==> src/rtl/ahb_pkg.sv <==
// Shared AHB-Lite encodings and master state type.
package ahb_pkg;

  localparam logic [1:0] HTRANS_IDLE   = 2'b00;
  localparam logic [1:0] HTRANS_NONSEQ = 2'b10;
  localparam logic [2:0] HSIZE_WORD    = 3'b010;

  typedef enum logic [1:0] {
    IDLE = 2'b00,
    ADDR = 2'b01,
    DATA = 2'b10
  } state_e;

  // One-hot grant vector for a two-way picker.
  function automatic logic [1:0] onehot2(input logic id);
    return id ? 2'b10 : 2'b01;
  endfunction

endpackage

==> src/rtl/rr_arb2.sv <==
// Two-way round-robin picker; a tie goes to the requester that did not win last.
module rr_arb2
  import ahb_pkg::*;
(
  input  logic       HCLK,
  input  logic       HRESET,
  input  logic [1:0] eligible,
  input  logic       update,
  output logic [1:0] grant,
  output logic       grant_id
);

  logic last_grant_q, last_grant_d;

  // pick a winner among the eligible requesters
  always_comb begin
    grant_id = eligible[1];
    if (eligible == 2'b11) begin
      grant_id = ~last_grant_q;
    end
    grant = (eligible == 2'b00) ? 2'b00 : onehot2(grant_id);
  end

  // remember the winner only when a grant is actually taken
  always_comb begin
    last_grant_d = last_grant_q;
    if (update && (|eligible)) begin
      last_grant_d = grant_id;
    end
  end

  // last_grant resets to 1 so requester 0 wins the first tie
  always_ff @(posedge HCLK or posedge HRESET) begin
    if (HRESET) begin
      last_grant_q <= 1'b1;
    end else begin
      last_grant_q <= last_grant_d;
    end
  end

endmodule

==> src/rtl/ahb_rr_master.sv <==
// Two local requesters sharing one AHB-Lite slave port, single word transfers.
//
// state | meaning
// IDLE  | arbitrate; winner's request is latched into the hold registers
// ADDR  | address phase on the bus, held until HREADY
// DATA  | data phase, HWDATA from hold; completion on HREADY pulses ack
module ahb_rr_master
  import ahb_pkg::*;
#(
  parameter int AW = 5
) (
  input  logic          HCLK,
  input  logic          HRESET,
  input  logic          req0,
  input  logic [AW-1:0] addr0,
  input  logic          write0,
  input  logic [31:0]   wdata0,
  output logic          ack0,
  output logic          err0,
  output logic [31:0]   rdata0,
  input  logic          req1,
  input  logic [AW-1:0] addr1,
  input  logic          write1,
  input  logic [31:0]   wdata1,
  output logic          ack1,
  output logic          err1,
  output logic [31:0]   rdata1,
  output logic          HSEL,
  output logic [1:0]    HTRANS,
  output logic [AW-1:0] HADDR,
  output logic          HWRITE,
  output logic [2:0]    HSIZE,
  output logic [31:0]   HWDATA,
  input  logic          HREADY,
  input  logic          HRESP,
  input  logic [31:0]   HRDATA
);

  state_e        state_q, state_d;
  logic [AW-1:0] haddr_q, haddr_d;
  logic          hwrite_q, hwrite_d;
  logic [31:0]   hwdata_q, hwdata_d;
  logic          gid_q, gid_d;
  logic          ack0_q, ack0_d, ack1_q, ack1_d;
  logic          err0_q, err0_d, err1_q, err1_d;
  logic [31:0]   rdata0_q, rdata0_d, rdata1_q, rdata1_d;

  logic [1:0]    eligible;
  logic [1:0]    grant;
  logic          grant_id;
  logic          unused_addr_lsb;

  // a requester still seeing its ack may not re-issue in that cycle
  assign eligible = {req1 & ~ack1_q, req0 & ~ack0_q};
  assign unused_addr_lsb = ^{addr0[1:0], addr1[1:0]};

  rr_arb2 u_arb (
    .HCLK     (HCLK),
    .HRESET   (HRESET),
    .eligible (eligible),
    .update   (state_q == IDLE),
    .grant    (grant),
    .grant_id (grant_id)
  );

  // state register
  always_ff @(posedge HCLK or posedge HRESET) begin
    if (HRESET) begin
      state_q <= IDLE;
    end else begin
      state_q <= state_d;
    end
  end

  // next-state logic
  always_comb begin
    state_d = state_q;
    case (state_q)
      IDLE:    if (|grant) state_d = ADDR;
      ADDR:    if (HREADY) state_d = DATA;
      DATA:    if (HREADY) state_d = IDLE;
      default: state_d = IDLE;
    endcase
  end

  // bus control outputs decoded from state
  always_comb begin
    HSEL   = 1'b0;
    HTRANS = HTRANS_IDLE;
    if (state_q == ADDR) begin
      HSEL   = 1'b1;
      HTRANS = HTRANS_NONSEQ;
    end
  end

  assign HADDR  = haddr_q;
  assign HWRITE = hwrite_q;
  assign HWDATA = hwdata_q;
  assign HSIZE  = HSIZE_WORD;
  assign ack0   = ack0_q;
  assign ack1   = ack1_q;
  assign err0   = err0_q;
  assign err1   = err1_q;
  assign rdata0 = rdata0_q;
  assign rdata1 = rdata1_q;

  // hold registers on grant, requester responses on data-phase completion
  always_comb begin
    haddr_d  = haddr_q;
    hwrite_d = hwrite_q;
    hwdata_d = hwdata_q;
    gid_d    = gid_q;
    ack0_d   = 1'b0;
    ack1_d   = 1'b0;
    err0_d   = 1'b0;
    err1_d   = 1'b0;
    rdata0_d = rdata0_q;
    rdata1_d = rdata1_q;
    if ((state_q == IDLE) && (|grant)) begin
      gid_d = grant_id;
      if (grant[1]) begin
        haddr_d  = {addr1[AW-1:2], 2'b00};
        hwrite_d = write1;
        hwdata_d = wdata1;
      end else begin
        haddr_d  = {addr0[AW-1:2], 2'b00};
        hwrite_d = write0;
        hwdata_d = wdata0;
      end
    end
    if ((state_q == DATA) && HREADY) begin
      if (gid_q) begin
        ack1_d = 1'b1;
        err1_d = HRESP;
        if (!hwrite_q) rdata1_d = HRDATA;
      end else begin
        ack0_d = 1'b1;
        err0_d = HRESP;
        if (!hwrite_q) rdata0_d = HRDATA;
      end
    end
  end

  // datapath and response flops
  always_ff @(posedge HCLK or posedge HRESET) begin
    if (HRESET) begin
      haddr_q  <= '0;
      hwrite_q <= 1'b0;
      hwdata_q <= '0;
      gid_q    <= 1'b0;
      ack0_q   <= 1'b0;
      ack1_q   <= 1'b0;
      err0_q   <= 1'b0;
      err1_q   <= 1'b0;
      rdata0_q <= '0;
      rdata1_q <= '0;
    end else begin
      haddr_q  <= haddr_d;
      hwrite_q <= hwrite_d;
      hwdata_q <= hwdata_d;
      gid_q    <= gid_d;
      ack0_q   <= ack0_d;
      ack1_q   <= ack1_d;
      err0_q   <= err0_d;
      err1_q   <= err1_d;
      rdata0_q <= rdata0_d;
      rdata1_q <= rdata1_d;
    end
  end

endmodule

==> config.mk <==
export PLATFORM = sky130hd
export DESIGN_NAME = ahb_rr_master
export DESIGN_NICKNAME = d
export VERILOG_FILES = /design/src/rtl/ahb_pkg.sv /design/src/rtl/rr_arb2.sv /design/src/rtl/ahb_rr_master.sv
export SDC_FILE = /design/constraint.sdc
export NUM_CORES = 1
export LEC_CHECK = 0
export ABC_AREA = 1
export CAP_MARGIN = 0
export CORE_ASPECT_RATIO = 1.25
export CORE_MARGIN = 2
export CORE_UTILIZATION = 37
export DETAILED_ROUTE_END_ITERATION = 10
export PLACE_DENSITY = 0.72
export SETUP_SLACK_MARGIN = 0.2
export SLEW_MARGIN = 20
export SYNTH_ARGS = -nofsm -noshare
export SYNTH_HDL_FRONTEND = slang
export SYNTH_SLANG_ARGS = --single-unit
==> constraint.sdc <==
create_clock -name HCLK -period 4.3 [get_ports HCLK]
set_input_delay 0.645 -clock HCLK [delete_from_list [all_inputs] [get_ports HCLK]]
set_output_delay 0.645 -clock HCLK [all_outputs]
set_load 0.03 [all_outputs]
==> impl_metrics.tcl, run 1 <==
set metrics [dict create \
    setup.worst_path.class "register to output port" \
    fin_crit_ps 2340 \
    fp.dieH_um 135 \
    cts_inserted_buffers 9 \
    critical_path.cell_chain "nor2_1 > clkdlybuf4s50_1" \
    antenna-diode-count 0 \
    power.density_cell_area_nw_per_um2 740 \
    netlist-cell-type-count 22 \
    num_io_pins 226 \
    status "complete, no violations" \
    setup.worst_path.start "state_q[1]" \
    ctsRootBufferMaster "clkbuf_16" \
    detailed_place_hpwl_um 9050 \
    finalSetupTns_ps 0 \
    netlist_top_cells_area "dfrtp_1 (52%), nand2_1 (12%), inv_1 (7.9%), nand3_1 (7.6%), o21ai_2 (4.8%)" \
    slew_headroom_pct 39.1 \
    syn_inst 597 \
    initial_core_util_pct 37.4 \
    max_stage_delay_ps 710 \
    total_placed_instance_area_um2 7270 \
    synth_seq_area_share_pct 53.0 \
    netlist_area_um2 5100 \
    rr_startpoint "u_arb.last_grant_q" \
    drt_iter0_markers 122 \
    total_leakage_power_nw 3.77 \
    clock_power_share_pct 15.0 \
    timing.hold.worst.start "rdata0[2]" \
    placement.setup.worst_slack_ps 1670 \
    layout_worst_path_cycle_share_pct 54.5 \
    clock_latency_on_the_worst_skew_pair_ps 340 \
    critical_path_required_ps 3650 \
    numPlacedInstances 959 \
    routed_via_density 4.41 \
    worstPathMaxFanout 4 \
    antenna_violations_before_repair 0 \
    maximum_clock_skew_at_final_layout_ps 14.7 \
    final-max-slew-violation-count 0 \
    via_count 4297 \
    internal_power_mw 3.16 \
    gr-total-overflow 0 \
    cts.sinks 108 \
    first_global_vias 4143 \
    gpl.final_weighted_congestion 0.739 \
    tritoncts "built" \
    postSynthAreaPerCell_um2 8.55 \
    pin_count_of_the_biggest_net_entering_global_routing 61 \
    cp_data_arrival_time_ps 1700 \
    final_layout_size_suffix_gt1_share_pct 9.88 \
    drc_errors 0 \
    finalHoldViolCount 0 \
    p_switching_mw 2.44 \
    worst_setup_hold_path_clk_slew_ps 70 \
    post_layout_nonfiller_instances 975 \
    comb_power_share_pct 53.7 \
    grt.total_usage_pct 17.5 \
    drt-pass1-iter-count 6 \
    setup_viol 0 \
    max_cap_violations 0 \
    worst_hold_path_type "register to register" \
    max-clock-path-buffers 2 \
    worst-path-buf-inv 1 \
    final_nets 909 \
    post-cts-setup-buffers 0 \
    grt_setup_unrepaired "no" \
    cts_hold_repair.buffers 0 \
    worstSetupStartpointType "register" \
    cp_slowest_cell "clkdlybuf4s50_1" \
    dieWidth_um 109 \
    sequentialPowerShare_pct 31.4 \
    post-route-cell-area_um2 7570 \
    timing.critical_path.max_delay_family "buffers and inverters" \
    worst_slew_pin_slew_ps 913 \
    cp-end-kind "output port" \
    synth.ff_latch_count 108 \
    ctsResizeCount 0 \
    timing.final.ws_setup_ps 1960 \
    synthToLayoutAreaGrowth_pct 48.3 \
    core_area_um2 13600 \
    p_sw_share_pct 43.6 \
    num_rows 48 \
    route.final.wire_length_um 12600 \
    synthDominantCellAreaShare_pct 52.5 \
    io_buffer_count 215 \
    final_antenna_net_count 0 \
    detail_route.wl_per_cell_um 12.9 \
    power.ir.vdd_worst_mv 0.359 \
    dieArea_um2 14800 \
    synthDominantAreaCellType "dfrtp_1" \
    cts-htree-levels 3 \
    max_freq_mhz 427 \
    global_route_wire_length_before_repair_um 20300 \
    synthesis.yosys.warnings 0 \
]
[routing by layer]
metal  GRT usage (%)  vias up  wire, µm
li1                -     2202         -
met1            20.9     1917      5050
met2            29.1      162      6170
met3            5.72       16      1160
met4            6.84        0       235
met5               0        -         0
[logic make-up (layout without fill, tap and decap cells)]
logic type | after synthesis | count (layout) | synth area share, %
AO/OA/AOI/OAI | 64 | 64 | 9.88
other | 2 | 6 | 0.147
buffers and inverters | 147 | 346 | 13.5
flip-flops | 108 | 108 | 53.0
AND/OR/NAND/NOR | 276 | 276 | 23.5
[tightest hold or removal path: stages, from the launching register on]
cell and delay, ps:
dfrtp_1 340, nand2_1 50, nand2_1 50
[metrics by stage]
step / utilization (%) / hold WS, ps / power [mW]
CTS: 55.5 / 471 / 5.68
global route: 55.5 / 497 / 5.96
global placement: 53.3 / 454 / 4.77
floorplan: - / 447 / 3.58
detailed placement: 53.3 / 458 / 4.82
finish: 55.5 / 468 / 5.60
[final timing paths]
kind / endpoint / slack [ps] / depth (start not counted)
max reg2reg: HWDATA[13] / 2370 / 6
min: rdata0[2] / 470 / 2
max in group asynchronous: u_arb.last_grant_q / 2740 / 3
max: HSEL / 1960 / 2
min in group asynchronous: rdata0[5] / 760 / 2
min reg2reg: rdata0[2] / 470 / 2
[power by group through the flow]
stage,Clock [mW],Sequential [mW],Combinational [mW]
global route,0.908,1.82,3.24
global placement,0,1.76,3.02
finish,0.838,1.76,3.01
detailed placement,0,1.77,3.05
CTS,0.875,1.76,3.05
floorplan,0,2.68,0.898
[cells in the mapped netlist]
cell type and count:
nand2_1 159, inv_1 108, dfrtp_1 107, nand3_1 77
nor2_1 32, o21ai_2 28, a21oi_2 21, buf_2 17
buf_6 10, a21oi_1 9, buf_4 8, o21ai_0 6
conb_1 2, inv_2 2, nand2_4 2, nor2_8 2
nor3_1 2, clkbuf_1 1, clkbuf_8 1, dfstp_2 1
nand3_4 1, nand4_1 1
[cell type report]
| type | instances | area [µm²] |
|---|---|---|
| flip-flops and latches | 108 | 2700 |
| repair buffers | 220 | 2200 |
| clock buffers | 10 | 229 |
| well taps | 175 | 219 |
| inverters | 110 | 415 |
| clock inverters | 6 | 71.3 |
| multi-input cells | 346 | 1730 |
| fillers | 1283 | 6060 |
[sequential cells by signal (all words and copies together), names as in the netlist]
register / flops
rdata0: 32
gid_q: 1
state_q: 2
HADDR: 3
rdata1: 32
HWDATA: 32
ack0: 1
HWRITE: 1
ack1: 1
err0: 1
err1: 1
u_arb.last_grant_q: 1
[cell usage in the layout (no fill, tap or decap), types with 4 or more instances in the layout]
cell | synthesis | routed
clkdlybuf4s50_1 | 0 | 215
a21oi_2 | 21 | 21
a21oi_1 | 9 | 9
nand3_1 | 77 | 77
dfrtp_1 | 107 | 107
conb_1 | 2 | 6
o21ai_2 | 28 | 28
buf_4 | 8 | 4
inv_1 | 108 | 107
nand2_1 | 159 | 159
clkbuf_16 | 0 | 9
nor2_1 | 32 | 31
o21ai_0 | 6 | 6
No activity file was read; power rests on OpenSTA's default activity.
==> run 2: changes to the inputs <==
==> constraint.sdc (replaced) <==
create_clock -name HCLK -period 2.2 [get_ports HCLK]
set_input_delay 0.33 -clock HCLK [delete_from_list [all_inputs] [get_ports HCLK]]
set_output_delay 0.33 -clock HCLK [all_outputs]
set_load 0.03 [all_outputs]
==> impl_metrics.tcl, run 2 (synthesis gave the netlist of run 1 again) <==
set metrics [dict create \
    worstSetupStartpointType "register" \
    first_global_vias 4193 \
    initial_core_util_pct 37.4 \
    status "complete, no violations" \
    post-cts-setup-buffers 0 \
    layout_worst_path_cycle_share_pct 81.5 \
    post_layout_nonfiller_instances 978 \
    final_nets 912 \
    worst_hold_path_type "register to register" \
    via_count 4281 \
    numPlacedInstances 962 \
    route.final.wire_length_um 12700 \
    post-route-cell-area_um2 7700 \
    dieWidth_um 109 \
    slew_headroom_pct 61.6 \
    antenna_violations_before_repair 0 \
    core_area_um2 13600 \
    final_cell_mix "clkdlybuf4s50_1 (213), nand2_1 (159), dfrtp_1 (107), inv_1 (107), nand3_1 (77)" \
    total_leakage_power_nw 3.83 \
    global_route_wire_length_before_repair_um 20500 \
    power.density_cell_area_nw_per_um2 1470 \
    setup.worst_path.class "register to output port" \
    num_rows 48 \
    max-clock-path-buffers 2 \
    num_io_pins 226 \
    seq_area_um2 2700 \
    drt_iter0_markers 184 \
    final_common_cell "clkdlybuf4s50_1" \
    clock_latency_on_the_worst_skew_pair_ps 340 \
    cp_data_arrival_time_ps 1460 \
    finalHoldViolCount 0 \
    setup_viol 0 \
    detailed_place_hpwl_um 8870 \
    pin_count_of_the_biggest_net_entering_global_routing 109 \
    cp-end-kind "output port" \
    ctsRootBufferMaster "clkbuf_16" \
    drc_errors 0 \
    cts-htree-levels 3 \
    critical_path_required_ps 1870 \
    power.ir.vdd_worst_mv 0.641 \
    grt_setup_unrepaired "no" \
    io_buffer_count 215 \
    worst_setup_hold_path_clk_slew_ps 70 \
    placement.setup.worst_slack_ps 310 \
    antenna-diode-count 0 \
    max_freq_mhz 557 \
    timing.final.ws_setup_ps 406 \
    worst_hold_slack_ps 473 \
    gpl.final_weighted_congestion 0.790 \
    cts.sinks 108 \
    fin_crit_ps 1790 \
    final-max-slew-violation-count 0 \
    synthToLayoutAreaGrowth_pct 51.0 \
    max_cap_violations 0 \
    finalSetupTns_ps 0 \
    detail_route.wl_per_cell_um 13.0 \
    dieArea_um2 14800 \
    gr-total-overflow 0 \
    tritoncts "built" \
    worstPathMaxFanout 4 \
    total_placed_instance_area_um2 7340 \
    grt.total_usage_pct 17.7 \
    worst_slew_pin_slew_ps 576 \
    maximum_clock_skew_at_final_layout_ps 7.65 \
    multiInputGateArea_um2 1730 \
    final_antenna_net_count 0 \
    fp.dieH_um 135 \
    post-layout-total-power_mw 11.3 \
    routed_via_density 4.38 \
    finish.utilization_pct 56.5 \
    cts_inserted_buffers 9 \
    num-fill-cells 1256 \
    drt-pass1-iter-count 4 \
    final_layout_size_suffix_gt1_share_pct 10.2 \
]
[run 2: per-layer routing]
layer  global-route usage (%)  vias to the layer above  routed length [µm]
li1                         -                     2205                   -
met1                     21.8                     1895                5200
met2                     28.9                      164                5960
met3                     5.34                       17                1250
met4                     7.12                        0                 281
met5                        0                        -                   0
[run 2: path summary, 6_finish.rpt]
kind / start / end / slack (ps) / cells past startpoint
worst min-delay path: rdata0[3] / rdata0[3] / 470 / 2
max in group asynchronous: HRESET / rdata0[3] / 1260 / 3
worst max-delay path: state_q[1] / HSEL / 410 / 2
min in group asynchronous: HRESET / rdata0[24] / 500 / 3
worst min register to register: rdata0[3] / rdata0[3] / 470 / 2
worst max register to register: state_q[0] / rdata0[22] / 750 / 7
[run 2: final cells by class]
cell class	count	share of cell area, %
Inverter	110	5.41
Timing Repair Buffer	223	29.5
Tap cell	175	2.84
Clock buffer	10	2.97
Multi-Input combinational cell	346	22.4
Clock inverter	6	1.74
Sequential cell	108	35.1
[run 2: worst max-delay path, cell delays in order (launching register included)]
cell	delay, ps
dfrtp_1	430
nor2_1	250
dlygate4sd2_1	440
[run 2: timing repair]
action	4_1_cts	5_1_grt
hold buffers	0	0
setup endpoints to repair	2	0
gates resized for setup	2	0
[run 2: power breakdown]
group	switching, mW	internal [mW]	total [mW]	leakage, nW
logic	3.54	2.40	5.94	2.34
registers	0.508	2.92	3.43	1.32
clock network	0.726	1.23	1.96	0.177
total	4.78	6.55	11.3	3.83
